--- config.mk ---
export PLATFORM = sky130hd
export DESIGN_NAME = truth_table_characterizer
export DESIGN_NICKNAME = d
export VERILOG_FILES = /design/src/rtl/truth_table_characterizer.sv
export SDC_FILE = /design/constraint.sdc
export NUM_CORES = 1
export LEC_CHECK = 0
export BUFFER_PORTS_ARGS = -buffer_cell sky130_fd_sc_hd__buf_2
export CELL_PAD_IN_SITES_DETAIL_PLACEMENT = 1
export CELL_PAD_IN_SITES_GLOBAL_PLACEMENT = 1
export CORE_MARGIN = 5
export CORE_UTILIZATION = 41
export DETAILED_ROUTE_END_ITERATION = 12
export MAX_ROUTING_LAYER = met4
export PLACE_DENSITY = 0.73
export SYNTH_ARGS = -nofsm -noshare
export SYNTH_HDL_FRONTEND = slang
export SYNTH_SLANG_ARGS = --single-unit
--- constraint.sdc ---
create_clock -name clk -period 1.7 [get_ports clk]
set_clock_uncertainty 0.05 [all_clocks]
set_input_delay 0.17 -clock clk [delete_from_list [all_inputs] [get_ports clk]]
set_output_delay 0.17 -clock clk [all_outputs]
set_load 0.05 [all_outputs]
--- src/rtl/truth_table_characterizer.sv ---
// truth_table_characterizer
// Sweeps every input combination of a combinational gate under test, samples
// the gate output through a two-flop synchronizer and rebuilds the gate's
// truth-table code. Combination 0 lands in the MSB of the code. A completed
// sweep updates result/match and pulses done for one cycle. abort drops a
// sweep in progress without touching the last result.
//
// Timing (start accepted on edge E0):
//   - Each combination k holds dut_in=k for SETTLE_CYCLES cycles in SETTLE and
//     one SAMPLE cycle, i.e. SETTLE_CYCLES+1 cycles per combination.
//   - The last SAMPLE moves to DONE. The DONE cycle registers result/match and
//     raises done, so done is high just after edge
//     E0 + 2^N_IN*(SETTLE_CYCLES+1) + 1.
//   - dut_in keeps the last combination after a completed sweep and returns to
//     0 on the next start. It also returns to 0 on abort or reset.
module truth_table_characterizer #(
    parameter int N_IN          = 3,
    parameter int SETTLE_CYCLES = 4
) (
    input  logic                  clk,
    input  logic                  rst,
    input  logic                  start,
    input  logic                  abort,
    input  logic [(1<<N_IN)-1:0]  expected,
    input  logic                  dut_out,
    output logic [N_IN-1:0]       dut_in,
    output logic                  busy,
    output logic                  done,
    output logic [(1<<N_IN)-1:0]  result,
    output logic                  match
);

    localparam int CODE_W = 1 << N_IN;
    localparam int CNT_W  = (SETTLE_CYCLES > 1) ? $clog2(SETTLE_CYCLES) : 1;
    localparam logic [CNT_W-1:0] CNT_LAST = CNT_W'(SETTLE_CYCLES - 1);
    localparam logic [N_IN-1:0]  IDX_LAST = '1;

    typedef enum logic [1:0] {
        IDLE   = 2'd0,
        SETTLE = 2'd1,
        SAMPLE = 2'd2,
        DONE   = 2'd3
    } state_t;

    state_t            state;
    logic [N_IN-1:0]   idx;
    logic [CNT_W-1:0]  cnt;
    logic [CODE_W-1:0] shadow;
    logic [CODE_W-1:0] expected_q;
    logic [1:0]        sync_q;

    // Two-flop synchronizer for the gate output, which is not timed against clk.
    always_ff @(posedge clk or posedge rst) begin
        if (rst) begin
            sync_q <= '0;
        end else begin
            sync_q <= {sync_q[0], dut_out};
        end
    end

    // Sweep controller: drives combinations, builds the code and registers all outputs.
    always_ff @(posedge clk or posedge rst) begin
        if (rst) begin
            state      <= IDLE;
            idx        <= '0;
            cnt        <= '0;
            shadow     <= '0;
            expected_q <= '0;
            dut_in     <= '0;
            busy       <= 1'b0;
            done       <= 1'b0;
            result     <= '0;
            match      <= 1'b0;
        end else begin
            done <= 1'b0;
            case (state)
                IDLE: begin
                    if (start) begin
                        state      <= SETTLE;
                        idx        <= '0;
                        cnt        <= '0;
                        dut_in     <= '0;
                        busy       <= 1'b1;
                        expected_q <= expected;
                    end
                end

                SETTLE: begin
                    if (abort) begin
                        state  <= IDLE;
                        busy   <= 1'b0;
                        dut_in <= '0;
                    end else if (cnt == CNT_LAST) begin
                        state <= SAMPLE;
                    end else begin
                        cnt <= cnt + 1'b1;
                    end
                end

                SAMPLE: begin
                    if (abort) begin
                        state  <= IDLE;
                        busy   <= 1'b0;
                        dut_in <= '0;
                    end else begin
                        // ~idx equals 2^N_IN-1-idx, so combination 0 fills the MSB.
                        shadow[~idx] <= sync_q[1];
                        if (idx == IDX_LAST) begin
                            state <= DONE;
                        end else begin
                            idx    <= idx + 1'b1;
                            dut_in <= idx + 1'b1;
                            cnt    <= '0;
                            state  <= SETTLE;
                        end
                    end
                end

                DONE: begin
                    result <= shadow;
                    match  <= (shadow == expected_q);
                    done   <= 1'b1;
                    busy   <= 1'b0;
                    state  <= IDLE;
                end

                default: begin
                    state <= IDLE;
                end
            endcase
        end
    end

endmodule

Word level (Yosys, flattened, before mapping)

Index checks and enable logic that the tools add are counted.
W data, S select, Z words.

Register bits: 39
Latch bits: 0
RAM bits: 0
Memory bits (read-only): 0
Bits of input ports: 13
Output and inout port bits: 14
Logic and storage cells: 70
Memories kept: 0

$add $sub $neg: 2
Multiply operators: 0
Divide/modulo/power cells: 0
Magnitude comparators: 2
Equal/unequal tests: 15
Shift operators: 0
Multiplexer cells: 26
Bitwise gates (word level): 2
Reductions and logical operators: 12

Operators with widths:

| cell                  | count |
|---|---|
| $mux W2               | 10 |
| $mux W3               | 5 |
| $ne A2 B2 Y1 const B  | 6 |
| $pmux W3 S3           | 1 |
| $bwmux W8             | 1 |
| $eq A8 B8 Y1          | 1 |
| $pmux W2 S4           | 1 |
| $reduce_and A2 Y1     | 4 |
| $reduce_and A4 Y1     | 2 |
| $eq A2 B2 Y1 const B  | 3 |
| $ne A3 B3 Y1 const B  | 2 |
| $pmux W2 S3           | 1 |
| $pmux W3 S2           | 1 |
| $reduce_and A6 Y1     | 1 |
| $lt A3 B4 Y1 const B  | 1 |
| $mux W1               | 4 |
| $add A3 B1 Y3 const B | 1 |
| $demux W1 S3          | 1 |
| $eq A3 B3 Y1 const B  | 1 |
| $ge A3 B1 Y1 const B  | 1 |
| $not A3 Y3            | 1 |
| $pmux W1 S3           | 1 |
| $reduce_bool A3 Y1    | 1 |
| $add A2 B1 Y2 const B | 1 |
| 7 further kinds       | 7 |

Depth between registers and ports, before layout

Word-level depth: 6
Gate-level depth with buffers: 6
Mapped depth without buffers: 5

Worst setup path before layout

No wires, ideal clock.

Path type: register to register
From: reg idx[0]
To: reg idx[0]
Library setup time: 0.128 ns
Arrival time: 1.574 ns
Data required time: 1.522 ns
Slack: -0.052 ns
Cell stages (with the launch flop): 6
Path buffers: 0
Period minus slack after synthesis: 1.752 ns
Cells stage by stage: dfrtp_1 ha_1 ha_1 a22o_4 nor3_4 mux2_1

Word-level cells in the longest chain between the ends: 4
Elaborated cells between the ends (all ways): 7
Those cells by class: add/sub: 1; eq/ne: 2; mux: 3; reduce/logical: 1

RTL lines:

| item                   | RTL line | RTL |
|---|---|---|
| start, declared        | 46       | `logic [N_IN-1:0] idx;` |
| start signal, assigned | 111      | `idx <= idx + 1'b1;` |
| $add A3 B1 Y3          | 111      |  |
| $mux W3                | 108      | `if (idx == IDX_LAST) begin` |
| $mux W3                | 101      | `if (abort) begin` |
| $pmux W3 S2            | 76       | `case (state)` |

Several ways; a longest one is shown, not always the timed one. The select of a mux whose other input is x is not followed.
A chain may end at the register's enable or synchronous reset.

Worst setup path after layout

Same ends and word-level chain as after synthesis.

==> impl_results.md <==
- Worst-path clk slew: 0.07 ns
- Startpoint Class: register
- Crit Path Max Fanout: 3
- GRT Total Usage: 16.9%
- Crit path kind: register to register
- Rel. slew slack: 66.1%
- Crit end category: register
- Mapped cell area: 1830 um2
- Syn. warnings: 0
- First-pass GRT wire length: 7.64 mm
- Nets: 212
- Worst Hold Class: input pin to register
- PortBufs: 26
- Commonest non-fill, non-tap cell in the layout: dfrtp_1
- Hold EP: expected_q[0]
- Worst-Margin Slew: 0.508 ns
- Reg-to-reg slack, setup: -0.001 ns
- Fin. Hold Viols: 0
- CTS H-tree depth: 2
- Ports: 27
- Worst path max stage delay: 0.39 ns
- Fin util: 56.0%
- Die Ht: 76.9 um
- CTS Buf Count: 5
- Fill cell count: 455
- Core area: 4350 um2
- Pin count of the biggest net entering global routing: 40
- Synth Area per Inst: 13.1 um2
- Max Cap Viol: 0
- ANT cells: 0
- Vias in the first global route: 1,495
- Synthesized net count: 161
- Die Span X: 76.9 um
- GR Overflow Total: 0
- Final Cycle Share: 100%
- Synth-to-Final Area Change: 32.9%
- Final WL: 4.62 mm
- Post-synthesis sequential area ratio: 53.2%
- GPL Wtd Cong: 0.806
- Clock period minus worst slack: 1.70 ns
- Antenna Nets Post-Route: 0
- Longest Clk Path Bufs: 2
- Final HPWL DP: 3.28 mm
- Later-pin clock latency in the skew report: 0.29 ns
- Multi-input logic area: 942 um2
- Hold Path Origin: expected[0]
- CTS root buf: clkbuf_8
- # DRC: 0
- Post-synth cell types: 31
- R2r startpoint: idx[0]
- Pwr Total: 3.88 mW
- # rows: 24
- Hold depth: 2
- Critical Path RT: 1.83 ns
- Seq. cell area: 977 um2
- Crit-path cells: ha_2 > ha_4 > a22o_4 > nor3_4 > mux2_4
- Pwr dens: 1590 nW/um2
- Crit path setup slack, layout: -0.00144 ns
- Final Slew Violations: 0
- Drt wl/cell: 18.9 um
- Initial antenna violation count: 0
- Initial drt markers: 63
- CTS tree: yes
- Post-synthesis register bit count: 39
- Peak VDD IR: 0.000597 V
- FF-to-FF End: idx[0]
- Sink Count: 39
- Commonest non-fill, non-tap cells in the layout: dfrtp_1 (38), buf_2 (26), mux2_2 (24)
- Initial core utilization: 42.1%
- Post-Syn Instances: 140
- Crit path DAT: 1.83 ns
- Vias post-DR: 1,291
- Slowest cell on crit path: dfrtp_1
- RSZ-0062 raised after global routing: true
- Failing checks: negative setup slack
- Die area: 5910 um2
- Layout cell share with drive strength beyond 1: 54.2%
- Status: finished with violations
- Final setup violation count: 1
- Static Leakage: 1.16 nW
- Drt first pass iters: 4
- FF-to-FF path depth: 5
- Via density: 5.29
- Fmax: 588 MHz
[logic make-up (layout without fill, tap and decap cells)]
| logic type | count (synthesis) | after routing | synth area share [%] |
|---|---|---|---|
| buffers and inverters | 10 | 62 | 2.73 |
| XOR/XNOR | 8 | 8 | 3.82 |
| AO/OA/AOI/OAI | 13 | 13 | 5.18 |
| AND/OR/NAND/NOR | 33 | 33 | 11.8 |
| adder cells (fa/ha/maj) | 8 | 8 | 5.46 |
| multiplexers | 29 | 29 | 17.8 |
| flip-flops | 39 | 39 | 53.2 |
[worst max path at each step]
| stage | slack, ns | startpoint | cells past startpoint | to |
|---|---|---|---|---|
| after detailed placement | -0.11 | state[0] | 5 | dut_in[0] |
| after global routing | -0.07 | state[0] | 5 | shadow[2] |
| final | -0.001 | idx[0] | 5 | idx[0] |
| after CTS | -0.004 | state[1] | 5 | state[1] |
| after global placement | -0.005 | state[1] | 5 | state[1] |
| after floorplan | 0.04 | idx[0] | 5 | idx[0] |
[through the flow]
stage / std cells / area, um2 / setup slack, ns / TNS (ns) / hold slack (ns)
finish: 244 / 2440 / -0.00144 / -0.00144 / 0.0549
floorplan: 140 / 1840 / 0.0436 / 0 / 0.151
global route: 244 / 2440 / -0.0743 / -0.295 / 0.0478
detailed placement: 228 / 2120 / -0.109 / -0.949 / 0.230
global placement: 228 / 2120 / -0.00461 / -0.00461 / 0.228
CTS: 239 / 2330 / -0.00408 / -0.00408 / 0.0502
[worst max-delay path: cells and delay by family, from the launching register on]
| family | cells | cell delay, ns |
|---|---|---|
| muxes | 1 | 0.32 |
| adders and majority gates | 2 | 0.38 |
| and+or+nand+nor | 1 | 0.21 |
| AOI/OAI and AO/OA | 1 | 0.24 |
| DFF | 1 | 0.39 |
[cell usage after synthesis]
library cell  count  share of area [%]
a22o_4            1               0.96
nand4_1           5                1.7
nor3_4            1               0.89
nand2b_1          2               0.68
buf_4             1               0.41
a22o_1            2               0.96
mux2_1            1               0.61
nand2_1           4               0.82
nor3b_2           1               0.68
nand3_1           4                1.1
nor3_1            4                1.1
dfrtp_1          39                 53
a22oi_1           2               0.82
mux2_2           28                 17
nand3b_1          1               0.41
buf_2             1               0.27
a21oi_1           3               0.82
xnor2_1           8                3.8
nor4_4            1                1.2
nor2b_1           2               0.68
nor3b_1           1               0.41
and3_1            2               0.68
nor2_1            3               0.61
o211ai_1          1               0.41
ha_1              8                5.5
o31ai_1           1               0.41
or3b_1            1               0.48
buf_6             1               0.61
o21ai_0           3               0.82
inv_1             7                1.4
and2b_1           1               0.41
[area by class of cell]
| class | count | share of cell area (%) |
|---|---|---|
| Clock buffer | 6 | 3.39 |
| Clock inverter | 2 | 1.44 |
| Inverter | 7 | 1.28 |
| Multi-Input combinational cell | 91 | 38.6 |
| Sequential cell | 39 | 40.1 |
| Tap cell | 52 | 2.67 |
| Timing Repair Buffer | 47 | 12.5 |
[state kept, by name (all words and copies together) (netlist names)]
| register | cells |
|---|---|
| cnt | 2 |
| match | 1 |
| sync_q | 2 |
| state | 2 |
| result | 8 |
| shadow | 8 |
| dut_in | 3 |
| busy | 1 |
| idx | 3 |
| done | 1 |
| expected_q | 8 |
[per-layer routing]
layer	share of wire, %	vias up	track usage [%]	routed length [um]
li1	-	594	-	-
met1	40	663	18.3	1830
met2	55	25	30.6	2560
met3	3.2	9	3.51	146
met4	1.9	0	5.77	88
met5	0	-	-	0
[power breakdown]
| part | leakage [nW] | switching [mW] | internal (mW) |
|---|---|---|---|
| registers | 0.511 | 0.190 | 1.16 |
| logic | 0.586 | 0.866 | 0.865 |
| clock network | 0.0612 | 0.327 | 0.475 |
| total | 1.16 | 1.38 | 2.50 |
[repair_timing]
action | in CTS | in global routing
pin swaps | 2 | 3
setup endpoints to repair | 18 | 13
resized for setup | 17 | 14
cloned | 0 | 0
endpoints found under the hold margin | 40 | 0
hold buffers | 2 | 0
setup buffers | 1 | 5
Power figures use the tool's default switching activity.
